`config.mk`:
```
export PLATFORM = sky130hd
export DESIGN_NAME = instr_fetch_queue
export DESIGN_NICKNAME = d
export VERILOG_FILES = /design/src/rtl/rv_pkg.sv /design/src/rtl/ifq_fifo.sv /design/src/rtl/instr_fetch_queue.sv
export SDC_FILE = /design/constraint.sdc
export NUM_CORES = 1
export LEC_CHECK = 0
export CORE_UTILIZATION = 25
export CTS_CLUSTER_DIAMETER = 50
export DETAILED_ROUTE_END_ITERATION = 10
export GPL_TIMING_DRIVEN = 0
export PLACE_DENSITY_LB_ADDON = 0.15
export SYNTH_ARGS = -nofsm -noshare
export SYNTH_HDL_FRONTEND = slang
export SYNTH_SLANG_ARGS = --single-unit
```
`constraint.sdc`:
```
create_clock -name clk -period 2.1 [get_ports clk]
set_input_delay 0.42 -clock clk [delete_from_list [all_inputs] [get_ports clk]]
set_output_delay 0.42 -clock clk [all_outputs]
set_load 0.005 [all_outputs]
```
`src/rtl/rv_pkg.sv`:
```
// Shared RISC-V front-end definitions.
//   XLEN / PC_STEP : datapath width and sequential fetch increment
//   NOP_INSTR      : canonical NOP (ADDI x0,x0,0)
//   RESET_VECTOR   : default first fetch address after reset
//   ifq_entry_t    : one fetch-queue entry {pc, instr}
//   word_align()   : clears the byte-offset bits of an address
package rv_pkg;

    localparam int          XLEN         = 32;
    localparam logic [31:0] PC_STEP      = 32'd4;
    localparam logic [31:0] NOP_INSTR    = 32'h0000_0013;
    localparam logic [31:0] RESET_VECTOR = 32'h0000_0000;

    typedef struct packed {
        logic [XLEN-1:0] pc;
        logic [XLEN-1:0] instr;
    } ifq_entry_t;

    function automatic logic [XLEN-1:0] word_align(input logic [XLEN-1:0] addr);
        return {addr[XLEN-1:2], 2'b00};
    endfunction

endpackage

```
`src/rtl/ifq_fifo.sv`:
```
// Generic DEPTH x 64-bit circular buffer holding {pc, instr} entries.
//   push/push_data : write one entry at the tail
//   pop            : retire the head entry (ignored while empty)
//   flush          : discard everything; overrides push and pop
//   head_data      : current head entry (stale when empty)
//   count/full/empty : occupancy status
module ifq_fifo
    import rv_pkg::*;
#(
    parameter int DEPTH = 4
) (
    input  logic                     clk,
    input  logic                     rst_n,
    input  logic                     push,
    input  ifq_entry_t               push_data,
    input  logic                     pop,
    input  logic                     flush,
    output ifq_entry_t               head_data,
    output logic [$clog2(DEPTH):0]   count,
    output logic                     full,
    output logic                     empty
);

    localparam int             AW      = $clog2(DEPTH);
    localparam logic [AW:0]    DEPTH_L = (AW+1)'(DEPTH);
    localparam logic [AW:0]    CNT_ONE = {{AW{1'b0}}, 1'b1};
    localparam logic [AW-1:0]  PTR_ONE = {{(AW-1){1'b0}}, 1'b1};

    ifq_entry_t     mem_r [DEPTH];
    logic [AW-1:0]  head_r;
    logic [AW-1:0]  tail_r;
    logic [AW:0]    count_r;
    logic           do_push_s;
    logic           do_pop_s;

    assign empty     = (count_r == {(AW+1){1'b0}});
    assign full      = (count_r == DEPTH_L);
    assign count     = count_r;
    assign head_data = mem_r[head_r];

    // Qualify requests: flush wins; a push into a full buffer is only legal alongside a pop.
    always_comb begin
        do_pop_s  = pop & ~empty & ~flush;
        do_push_s = push & ~flush & (~full | do_pop_s);
    end

    // Pointer and occupancy bookkeeping; pointers wrap naturally at DEPTH.
    always_ff @(posedge clk or negedge rst_n) begin
        if (!rst_n) begin
            head_r  <= {AW{1'b0}};
            tail_r  <= {AW{1'b0}};
            count_r <= {(AW+1){1'b0}};
        end else if (flush) begin
            head_r  <= {AW{1'b0}};
            tail_r  <= {AW{1'b0}};
            count_r <= {(AW+1){1'b0}};
        end else begin
            if (do_push_s) begin
                tail_r <= tail_r + PTR_ONE;
            end else begin
                tail_r <= tail_r;
            end
            if (do_pop_s) begin
                head_r <= head_r + PTR_ONE;
            end else begin
                head_r <= head_r;
            end
            case ({do_push_s, do_pop_s})
                2'b10:   count_r <= count_r + CNT_ONE;
                2'b01:   count_r <= count_r - CNT_ONE;
                default: count_r <= count_r;
            endcase
        end
    end

    // Entry storage; cleared on reset so the head never exposes undefined data.
    always_ff @(posedge clk or negedge rst_n) begin
        if (!rst_n) begin
            for (int i = 0; i < DEPTH; i++) begin
                mem_r[i] <= '{pc: 32'h0000_0000, instr: 32'h0000_0000};
            end
        end else if (do_push_s) begin
            mem_r[tail_r] <= push_data;
        end else begin
            mem_r[tail_r] <= mem_r[tail_r];
        end
    end

endmodule

```
`src/rtl/instr_fetch_queue.sv`:
```
// Instruction fetch queue feeding the decode unit.
//   IM_req/IM_addr/IM_rdata : sequential fetch to a 1-cycle-latency instruction memory
//   EX_redirect/EX_target   : branch/jump redirect; flushes queue and restarts fetch
//   DU_ready                : decode consumes the head entry
//   IFQ_valid/IFQ_Instr/IFQ_PC : head of queue (NOP_INSTR / 0 when empty)
module instr_fetch_queue #(
    parameter int          DEPTH     = 4,
    parameter logic [31:0] RESET_PC  = rv_pkg::RESET_VECTOR,
    parameter logic [31:0] NOP_INSTR = rv_pkg::NOP_INSTR
) (
    input  logic        clk,
    input  logic        rst_n,
    output logic        IM_req,
    output logic [31:0] IM_addr,
    input  logic [31:0] IM_rdata,
    input  logic        EX_redirect,
    input  logic [31:0] EX_target,
    input  logic        DU_ready,
    output logic        IFQ_valid,
    output logic [31:0] IFQ_Instr,
    output logic [31:0] IFQ_PC
);

    import rv_pkg::*;

    localparam int            AW      = $clog2(DEPTH);
    localparam logic [AW+1:0] DEPTH_W = (AW+2)'(DEPTH);

    logic [31:0]   fetch_pc_r;
    logic [31:0]   inflight_pc_r;
    logic          inflight_r;
    logic          issue_s;
    logic          push_s;
    logic          pop_s;
    logic          full_s;
    logic          empty_s;
    logic [AW:0]   count_s;
    logic [AW+1:0] occupancy_s;
    ifq_entry_t    head_s;
    ifq_entry_t    wr_entry_s;

    // Issue/push/pop decisions. A request is only issued when a slot is guaranteed
    // for its response, counting the one already in flight; pops give no credit.
    // rst_n gates the request so it drops immediately on an asynchronous reset.
    always_comb begin
        occupancy_s      = {1'b0, count_s} + {{(AW+1){1'b0}}, inflight_r};
        issue_s          = rst_n & ~EX_redirect & ~full_s & (occupancy_s < DEPTH_W);
        push_s           = inflight_r & ~EX_redirect;
        pop_s            = ~empty_s & DU_ready & ~EX_redirect;
        wr_entry_s.pc    = inflight_pc_r;
        wr_entry_s.instr = IM_rdata;
    end

    // Fetch PC and in-flight tracking; a redirect kills the outstanding request.
    always_ff @(posedge clk or negedge rst_n) begin
        if (!rst_n) begin
            fetch_pc_r    <= RESET_PC;
            inflight_r    <= 1'b0;
            inflight_pc_r <= 32'h0000_0000;
        end else if (EX_redirect) begin
            fetch_pc_r    <= word_align(EX_target);
            inflight_r    <= 1'b0;
            inflight_pc_r <= inflight_pc_r;
        end else if (issue_s) begin
            fetch_pc_r    <= fetch_pc_r + PC_STEP;
            inflight_r    <= 1'b1;
            inflight_pc_r <= fetch_pc_r;
        end else begin
            fetch_pc_r    <= fetch_pc_r;
            inflight_r    <= 1'b0;
            inflight_pc_r <= inflight_pc_r;
        end
    end

    ifq_fifo #(
        .DEPTH (DEPTH)
    ) u_fifo (
        .clk       (clk),
        .rst_n     (rst_n),
        .push      (push_s),
        .push_data (wr_entry_s),
        .pop       (pop_s),
        .flush     (EX_redirect),
        .head_data (head_s),
        .count     (count_s),
        .full      (full_s),
        .empty     (empty_s)
    );

    assign IM_req  = issue_s;
    assign IM_addr = fetch_pc_r;

    // Head presentation; an empty queue shows a NOP at PC 0.
    always_comb begin
        IFQ_valid = ~empty_s;
        if (empty_s) begin
            IFQ_Instr = NOP_INSTR;
            IFQ_PC    = 32'h0000_0000;
        end else begin
            IFQ_Instr = head_s.instr;
            IFQ_PC    = head_s.pc;
        end
    end

endmodule
```
## Yosys cells after proc, flatten, opt, wreduce, memory -nomap -nowiden

Cells that the tools add are included.

- Memories kept: 0
- Logic and storage cells: 73
- Bits in registers: 328
- Input port bits: 68
- Memory bits (read-only): 0
- Bits in writable memories: 0
- Bits in latches: 0
- Output and inout port bits: 98

- Reduce and logical (&&, ||, !) cells: 7
- Add/subtract/negate cells: 6
- Divide/modulo/power cells: 0
- Shifts and indexed selects: 0
- Order comparisons: 4
- Equality and inequality tests: 3
- $mul: 0
- Bitwise operators: 16
- Muxes and demuxes: 23

Operators with widths:

| cell | count |
|---|---|
| $bwmux 256 | 2 |
| $mux 64 | 5 |
| $bmux 64 s2 | 2 |
| $mux 256 | 1 |
| $demux 64 s2 | 1 |
| $mux 32 | 4 |
| $add 32x3->32 const B | 1 |
| $and 1x1->1 | 10 |
| $mux 2 | 4 |
| $ge 3x3->1 const B | 2 |
| $not 2->3 | 2 |
| $pmux 3 s2 | 1 |
| $reduce_bool 2->1 | 3 |
| $add 2x1->2 const B | 2 |
| $add 3x1->4 | 1 |
| $lt 4x3->1 const B | 1 |
| $add 3x1->3 const B | 1 |
| $eq 3x3->1 const B | 1 |
| $logic_not 3->1 | 1 |
| $lt 3x1->1 const B | 1 |
| $mux 3 | 1 |
| $not 1->1 | 3 |
| $reduce_bool 3->1 | 1 |
| $sub 3x1->3 const B | 1 |
| other kinds (6) | 7 |

## Longest topological paths before layout

Gate-level depths: netlist (run 1).

- Depth in word-level cells: 11
- Mapped depth: 10
- Depth with buffers taken out: 10

## Hierarchy

Synthesis (run 1) repeated with hierarchy kept, for this count alone.

- Cell total of the unflattened synthesis: 1579
- Area, all modules: 17063.9 um2

Modules (own cells, without submodules):

| module | cells an instance | seq. area each (um2) | times used | area an instance (um2) |
|---|---|---|---|---|
| ifq_fifo | 1196 | 6581.3 | 1 | 13536.7 |
| instr_fetch_queue | 383 | 1526.5 | 1 | 3527.1 |

## Worst setup path after synthesis (run 1)

No wires, ideal clock.

- Path kind: in2reg
- Start point: input port EX_redirect
- End point: register u_fifo.count_r[2], in the netlist u_fifo.count[2]
- Required time: 1.968 ns
- Library setup time: 0.132 ns
- Setup slack: -0.183 ns
- Stages on the path: 10
- Buffers on the path: 3
- Arrival: 2.151 ns
- Path through: buf_2 clkbuf_1 buf_1 nor3_1 fa_1 nor2_1 mux2i_1 a32oi_1 o21a_1 nor2_1

- Cells in the longest elaborated chain, start to end: 9
- Elaborated cells between the ends (all ways): 13
- Those cells by class: eq/ne: 2; mux: 2; bitwise: 8; reduce/logical: 1

RTL lines:

| what | line | source |
|---|---|---|
| start: declaration | instr_fetch_queue.sv:16 | `input logic EX_redirect,` |
| $not 1->1 (no source line) | n/a |  |
| $and 1x1->1 | instr_fetch_queue.sv:49 | `pop_s = ~empty_s & DU_ready & ~EX_redirect;` |
| $and 1x1->1 (2 in series) | ifq_fifo.sv:43 | `do_pop_s = pop & ~empty & ~flush;` |
| $or 1x1->1 | ifq_fifo.sv:44 | `do_push_s = push & ~flush & (~full \| do_pop_s);` |
| $and 1x1->1 | ifq_fifo.sv:44 |  |
| $eq 2x1->1 / $eq 2x2->1 (equally long branches) | ifq_fifo.sv:68 | `case ({do_push_s, do_pop_s})` |
| $pmux 3 s2 | ifq_fifo.sv:68 |  |
| $mux 3 | ifq_fifo.sv:53 | `end else if (flush) begin` |
| end signal: assignment | ifq_fifo.sv:52 | `count_r <= {(AW+1){1'b0}};` |
| end signal: assignment | ifq_fifo.sv:69 | `2'b10: count_r <= count_r + CNT_ONE;` |
| end signal: assignment | ifq_fifo.sv:70 | `2'b01: count_r <= count_r - CNT_ONE;` |
| end: declaration | ifq_fifo.sv:32 | `logic [AW:0] count_r;` |

Several ways; a longest one is shown, not always the timed one.
A chain may end at the register's enable or synchronous reset.

## Worst setup path after layout (run 1)

- Start point: register u_fifo.head_r[0]
- End point: output port IFQ_PC[0]

- Cells in the longest elaborated chain, start to end: 5

RTL lines:

| what | line | source |
|---|---|---|
| start: declaration | ifq_fifo.sv:30 | `logic [AW-1:0] head_r;` |
| start signal: assignment | ifq_fifo.sv:50 | `head_r <= {AW{1'b0}};` |
| start signal: assignment | ifq_fifo.sv:54 | `head_r <= {AW{1'b0}};` |
| start signal: assignment | ifq_fifo.sv:64 | `head_r <= head_r + PTR_ONE;` |
| $not 2->3 (not written as such) | ifq_fifo.sv:39 | `assign head_data = mem_r[head_r];` |
| $bmux 64 s2 | ifq_fifo.sv:39 |  |
| $mux 64 (not written as such) (2 in series) | ifq_fifo.sv:39 |  |
| $mux 32 | instr_fetch_queue.sv:96 | `if (empty_s) begin` |
| end: declaration | instr_fetch_queue.sv:21 | `output logic [31:0] IFQ_PC` |

No other way between the ends. The select of a mux whose other input is x is not followed.

==> out/metrics.yaml, run 1 <==
synth_cells: 1512
peakVddDrop_v: 0.0006285
critPathArrivalTime_ns: 2.27
drc_errors: 0
cts_sinks: 324
die_x_um: 265.4
tightestPinTransition_ns: 0.8929
ys_ff_latch: 324
power.total_mw: 33.73
grt_usage: 0.1737
overflow: 0
endpoint_kind: "output port"
synth_area_mm2: 0.01735
fillers: 6866
violations: "setup timing"
status: "complete, but fails checks"
clk_pin_slew_worst_paths_ns: 0.06
synth_area_leader_cell: "dfrtp_1"
cts_made_buffers: 52
worst_path_max_delay_cell: "dfrtp_2"
clk-insertion-delay-late_ns: 0.59
yosysTopAreaCellShare: 0.4673
grt_pass1_vias: 13942
first_pass_iters: 7
ant_nets: 0
stdcell_area_mm2: 0.02361
synth_edf_count: 0
hold_viol_final: 0
portBuffers: 159
wl_met1_mm: 26.97
maxSlewViolCount: 0
grt_start_max_net_pins: 94
min_path_type: "in -> async"
multi_input_area_mm2: 0.008857
top_layer: "met4"
min_period_ns: 2.688
cp_cell_sequence: "buf_12 > buf_12 > buf_4 > buf_6 > mux4_2 > and2_4 > buf_6"
die_h_um: 265.4
startpoint_type: "flop"
die-area_mm2: 0.07045
drt-total-wl_mm: 61.00
routabilityCongestion: 0.7682
reg2reg_to: "u_fifo.mem_r[63]"
drt_iter0_drc: 847
fin_nets: 1876
layout-drive-gt1-share: 0.3415
max_slew_margin: 0.4048
fin_skew_ns: 0.02569
fmax_mhz: 372.0
maxCapViolCount: 0
min_period_over_period: 1.280
h-tree-depth: 2
setup_ws_ns: -0.5884
placed_area_mm2: 0.02020
crit_start: "u_fifo.head_r[0]"
met3_length_mm: 2.455
cp-endpoint: "IFQ_PC[0]"
ys.flop_type: "dfrtp_1"
synth.avg_cell_area_um2: 11.47
cts_tree: "done"
crit_fanout: 6
cellLeakagePower_nw: 8.825
diodes: 0
crit_type: "reg -> out"
max-clock-path-buffers: 3
antenna_found_initial: 0
yosysMostFrequentCell: "dfrtp_1"
rows: 96
r2r_cells: 9
detailed_place_hpwl_mm: 38.33
critPathRequiredTime_ns: 1.68
cpPeakStageDelay_ns: 0.44
place_ws_ns: -2.072
reg2reg_slack_ns: 0.06
register_area_mm2: 0.008133
synth_warnings: 0
yosysUniqueCellTypes: 55
via_per_inst: 4.826
grt_pass1_wl_mm: 91.73
clk_root_buffer_cell: "clkbuf_16"
async_flop_share: 1.000
timing.rr.start: "u_fifo.count[2]"
num_vias: 13383
area_growth_pct: 36.07
wl_per_cell_um: 22.00
core-area_mm2: 0.06859
synth_common_cells: "dfrtp_1 (324), nor2_1 (271), a21oi_1 (254), mux4_2 (128), nand2_1 (121)"
power_density_mw_per_mm2: 1429
ios: 166
initial_core_util: 0.2530
wl_met2_mm: 30.19
rsz0062_at_grt: "yes"
ys_top_cells_by_area: "dfrtp_1 (47%), mux4_2 (17%), mux2i_4 (7.8%)"
setup_viol: 66
ys_seq_area_frac: 0.4673
-- worst max-delay path: cells and delay by family, from the launching register on --
kind / cells / cell delay [ns]
AND/OR/NAND/NOR: 1 / 0.17
flip-flops: 1 / 0.44
buffers and inverters: 5 / 0.65
multiplexers: 1 / 0.44
-- through the flow --
step | setup TNS (ns) | util | hold WS, ns | cells
4_1_cts | -36.72 | 0.3411 | 0.01607 | 2758
3_5_place_dp | -398.44 | 0.2945 | 0.4094 | 2606
2_1_floorplan | -0.4032 | - | 0.1244 | 1513
5_1_grt | -35.67 | 0.3442 | 0.02290 | 2773
3_3_place_gp | -5990.07 | 0.2932 | 0.5078 | 2603
6_report | -31.31 | 0.3442 | 0.01978 | 2773
-- power by group --
part | switching [mW] | internal [mW] | total, mW | leakage [nW]
clock network | 3.32 | 5.21 | 8.53 | 0.822
registers | 1.81 | 8.37 | 10.2 | 3.38
logic | 6.54 | 8.50 | 15.0 | 4.62
-- cell families (layout without fill, tap and decap cells) --
logic type / after synthesis / after routing / synth area share
fa+ha+maj: 6 / 6 / 0.004760
xor+xnor: 5 / 5 / 0.002525
other cells: 1 / 2 / 0.0002161
flops: 324 / 324 / 0.4673
buf+inv: 130 / 459 / 0.03649
mux: 205 / 205 / 0.2547
compound gates: 309 / 309 / 0.09678
simple gates: 532 / 532 / 0.1372
-- registers in the layout (all words and copies together) (netlist names) --
| signal | flops |
|---|---|
| u_fifo.mem_r | 256 |
| IM_addr | 30 |
| inflight_pc_r | 30 |
| u_fifo.count | 3 |
| u_fifo.head_r | 2 |
| u_fifo.tail_r | 2 |
| inflight_r | 1 |
-- placed cells by master, fill, tap and decap left out, types with 13 or more instances in the layout --
cell               n
mux4_2           128
nand4_1           14
clkbuf_1          18
o21ai_0           20
mux2i_4           60
buf_2             34
clkdlybuf4s50_1   92
clkbuf_2          32
nand2_1          120
nand3_1           18
dfrtp_2           20
buf_4             38
and2_1            15
nor2_1           269
buf_6             67
and2_4            49
a21oi_1          254
dfrtp_1          304
clkbuf_16         54
clkbuf_8          19
buf_12            27
clkbuf_4          13
-- layout make-up --
| class | instances | share of cell area |
|---|---|---|
| Timing Repair Buffer | 244 | 0.1138 |
| Clock inverter | 31 | 0.01304 |
| Buffer | 114 | 0.04256 |
| Clock buffer | 63 | 0.05995 |
| Multi-Input combinational cell | 1059 | 0.3752 |
| Sequential cell | 324 | 0.3445 |
| Inverter | 7 | 0.001537 |
| Tap cell | 931 | 0.04935 |
-- routing by layer --
| metal | GRT usage | vias up |
|---|---|---|
| met4 | 0.04702 | 0 |
| met1 | 0.2378 | 6967 |
| met2 | 0.2856 | 305 |
| li1 | - | 6024 |
| met5 | 0 | - |
| met3 | 0.02546 | 87 |
-- worst min-delay path by stage --
stage / startpoint / end / slack, ns
after floorplan: rst_n / IM_addr[10] / 0.12
after global placement: u_fifo.mem_r[161] / u_fifo.mem_r[161] / 0.51
after detailed placement: rst_n / IM_addr[8] / 0.41
after CTS: rst_n / u_fifo.mem_r[179] / 0.02
after global routing: rst_n / u_fifo.mem_r[172] / 0.02
final: rst_n / u_fifo.mem_r[172] / 0.02
-- timing repair --
item                                   in CTS  in global routing
endpoints found under the hold margin      83                  0
gates resized for setup                   542                 98
hold buffers                                9                  0
cloned                                     11                  0
setup buffers                              44                 27
pin swaps                                  47                 16
setup endpoints to repair                 394                336
No activity file was read; power rests on OpenSTA's default activity.
==> run 2: changes to the inputs <==
--- a/config.mk
+++ b/config.mk
@@ -10,6 +10,7 @@
 export DETAILED_ROUTE_END_ITERATION = 10
 export GPL_TIMING_DRIVEN = 0
 export PLACE_DENSITY_LB_ADDON = 0.15
+export SKIP_LAST_GASP = 1
 export SYNTH_ARGS = -nofsm -noshare
 export SYNTH_HDL_FRONTEND = slang
 export SYNTH_SLANG_ARGS = --single-unit
==> run 2 against run 1 <==
  * Register-to-register slack hardly changed
  * Critical path depth stayed put
  * Critical endpoint unchanged
  * Cell count is 0.14% higher
  * Sequential power hardly changed
  * Non-clock buffer count is 4 higher
  * Largest power group unchanged
  * The flow still finishes with violations (setup timing)
==> out/metrics.yaml, run 2 (synthesized netlist as in run 1, its figures left out) <==
status: "complete, but fails checks"  # unchanged
violations: "setup timing"  # unchanged
fin_skew_ns: 0.02297  # was 0.02569 ns
rsz0062_at_grt: "yes"  # unchanged
power.switching_mw: 11.66  # about the same
critPathArrivalTime_ns: 2.26  # was 2.27 ns
layout-drive-gt1-share: 0.3429  # was 0.3415
portBuffers: 159  # unchanged
internal_power_mw: 22.06  # was 22.07 mW
crit_fanout: 6  # unchanged
final_cell_mix: "dfrtp_1 (304), nor2_1 (268), a21oi_1 (254)"  # was dfrtp_1 (304), nor2_1 (269), a21oi_1 (254)
crit_start: "u_fifo.head_r[0]"  # unchanged
cts_made_buffers: 52  # unchanged
fmax_mhz: 373.1  # was 372.0 MHz
cellLeakagePower_nw: 8.829  # was 8.825 nW
clk-insertion-delay-late_ns: 0.59  # about the same
fin_cells: 2777  # was 2,773
drt_iter0_drc: 840  # was 847
drt-total-wl_mm: 61.01  # was 61.00 mm
drc_errors: 0  # unchanged
largest_reg_flops: 256  # unchanged
rows: 96  # unchanged
startpoint_type: "flop"  # unchanged
p_comb_frac: 0.446  # about the same
fin_nets: 1880  # was 1,876
diodes: 0  # unchanged
hold_viol_final: 0  # unchanged
tightestPinTransition_ns: 0.8851  # was 0.8929 ns
grt_pass1_vias: 13921  # was 13,942
die_x_um: 265.4  # unchanged
grt_pass1_wl_mm: 91.59  # was 91.73 mm
timing.rr.start: "u_fifo.count[2]"  # unchanged
clk_root_buffer_cell: "clkbuf_16"  # unchanged
clk_pin_slew_worst_paths_ns: 0.06  # about the same
cpPeakStageDelay_ns: 0.44  # about the same
antenna_found_initial: 0  # unchanged
min_period_ns: 2.680  # was 2.688 ns
first_pass_iters: 5  # was 7
h-tree-depth: 2  # unchanged
core-area_mm2: 0.06859  # unchanged
place_ws_ns: -2.072  # unchanged
max-clock-path-buffers: 3  # unchanged
ant_nets: 0  # unchanged
min_path_type: "in -> async"  # unchanged
crit_family: "buffers and inverters"  # unchanged
ios: 166  # unchanged
peakVddDrop_v: 0.0006253  # was 0.0006285 V
cts_tree: "done"  # unchanged
endpoint_kind: "output port"  # unchanged
fillers: 6857  # was 6,866
crit_type: "reg -> out"  # unchanged
place_inst: 2606  # unchanged
grt_usage: 0.1735  # was 0.1737
switching_share: 0.3457  # was 0.3456
max_slew_margin: 0.4100  # was 0.4048
area_growth_pct: 36.06  # was 36.07%
overflow: 0  # unchanged
num_vias: 13422  # was 13,383
via_per_inst: 4.833  # was 4.826
routabilityCongestion: 0.7682  # unchanged
wl_per_cell_um: 21.97  # was 22.00 um
cp_cell_sequence: "buf_12 > buf_12 > buf_4 > buf_6 > mux4_2 > and2_4 > buf_6"  # unchanged
clkPwrFrac: 0.253  # about the same
die-area_mm2: 0.07045  # unchanged
die_h_um: 265.4  # unchanged
final_common_cell: "dfrtp_1"  # unchanged
critPathRequiredTime_ns: 1.68  # about the same
path_buf_inv: 5  # unchanged
power_density_mw_per_mm2: 1429  # about the same
worst_path_max_delay_cell: "dfrtp_2"  # unchanged
seq_power_share: 0.302  # about the same
initial_core_util: 0.2530  # unchanged
maxCapViolCount: 0  # unchanged
setup_ws_ns: -0.5800  # was -0.5884 ns
setup_viol: 66  # unchanged
min_period_over_period: 1.276  # was 1.280
cts_sinks: 324  # unchanged
largest-register: "u_fifo.mem_r"  # unchanged
detailed_place_hpwl_mm: 38.33  # unchanged
maxSlewViolCount: 0  # unchanged
grt_start_max_net_pins: 94  # unchanged
==> run 2: changes by cell type in the layout (fill, tap and decap cells not counted), sizes merged <==
cell / change
clkinvlp: -1
clkdlybuf4s15: +1
inv: +1
clkbuf: +3
==> run 2: layer usage <==
metal	vias up	share of wire	wire, um	track usage
met5	-	0	0	0
met4	0	0.021	1290	0.04484
met3	82	0.038	2335	0.02453
met2	308	0.50	30200	0.2859
met1	6995	0.45	27180	0.2384
li1	6037	-	-	-
==> run 2: final timing paths <==
| kind | to | slack [ns] | cells past startpoint |
|---|---|---|---|
| setup / recovery | IFQ_PC[0] | -0.58 | 7 |
| hold / removal | u_fifo.mem_r[172] | 0.02 | 4 |
| setup reg to reg | u_fifo.mem_r[63] | 0.06 | 9 |
| hold reg to reg | u_fifo.mem_r[161] | 0.53 | 1 |
| max in group asynchronous | u_fifo.head_r[0] | 0.88 | 3 |
| min in group clk | u_fifo.head_r[1] | 0.25 | 4 |
==> run 2: repair_timing <==
item	CTS	global route
setup buffers	44	29
endpoints found under the hold margin	83	0
setup endpoints to repair	394	341
resized for setup	506	127
cloned	11	1
hold buffers	9	0
pin swaps	47	17
==> run 2: area by class of cell <==
cell class	instances	area (um^2)	share of cell area
Inverter	7	32.53	0.001378
Clock inverter	31	307.8	0.01304
Buffer	115	1017	0.04309
Timing Repair Buffer	247	2684	0.1137
Clock buffer	63	1415	0.05995
Sequential cell	324	8133	0.3445
Tap cell	931	1165	0.04935
Multi-Input combinational cell	1059	8851	0.3750
==> run 2: power groups by stage <==
| stage | clock network (mW) | logic (mW) | registers [mW] |
|---|---|---|---|
| final | 8.53 | 15.0 | 10.2 |
| after global routing | 9.00 | 16.2 | 10.5 |
| after CTS | 8.74 | 14.8 | 10.1 |
| after detailed placement | 0 | 12.8 | 10.2 |
| after global placement | 0 | 12.6 | 10.1 |
| after floorplan | 0 | 7.99 | 9.63 |
==> run 2: tightest hold or removal path, stage by stage <==
cell and delay, ns:
buf_16 0.09, buf_12 0.10, buf_16 0.13, buf_12 0.19
==> run 2: stage by stage <==
step                      TNS [ns]  power (mW)  hold WS [ns]  cell area, um^2  utilization
after floorplan            -0.4032       17.62        0.1244            17360            -
after global placement    -5990.07       22.71        0.5078            20110       0.2932
after detailed placement   -398.44       23.02        0.4094            20200       0.2945
after CTS                   -38.03       33.70       0.01607            23310       0.3399
after global routing        -36.74       35.68       0.02285            23610       0.3442
final                       -32.15       33.72       0.01533            23610       0.3442
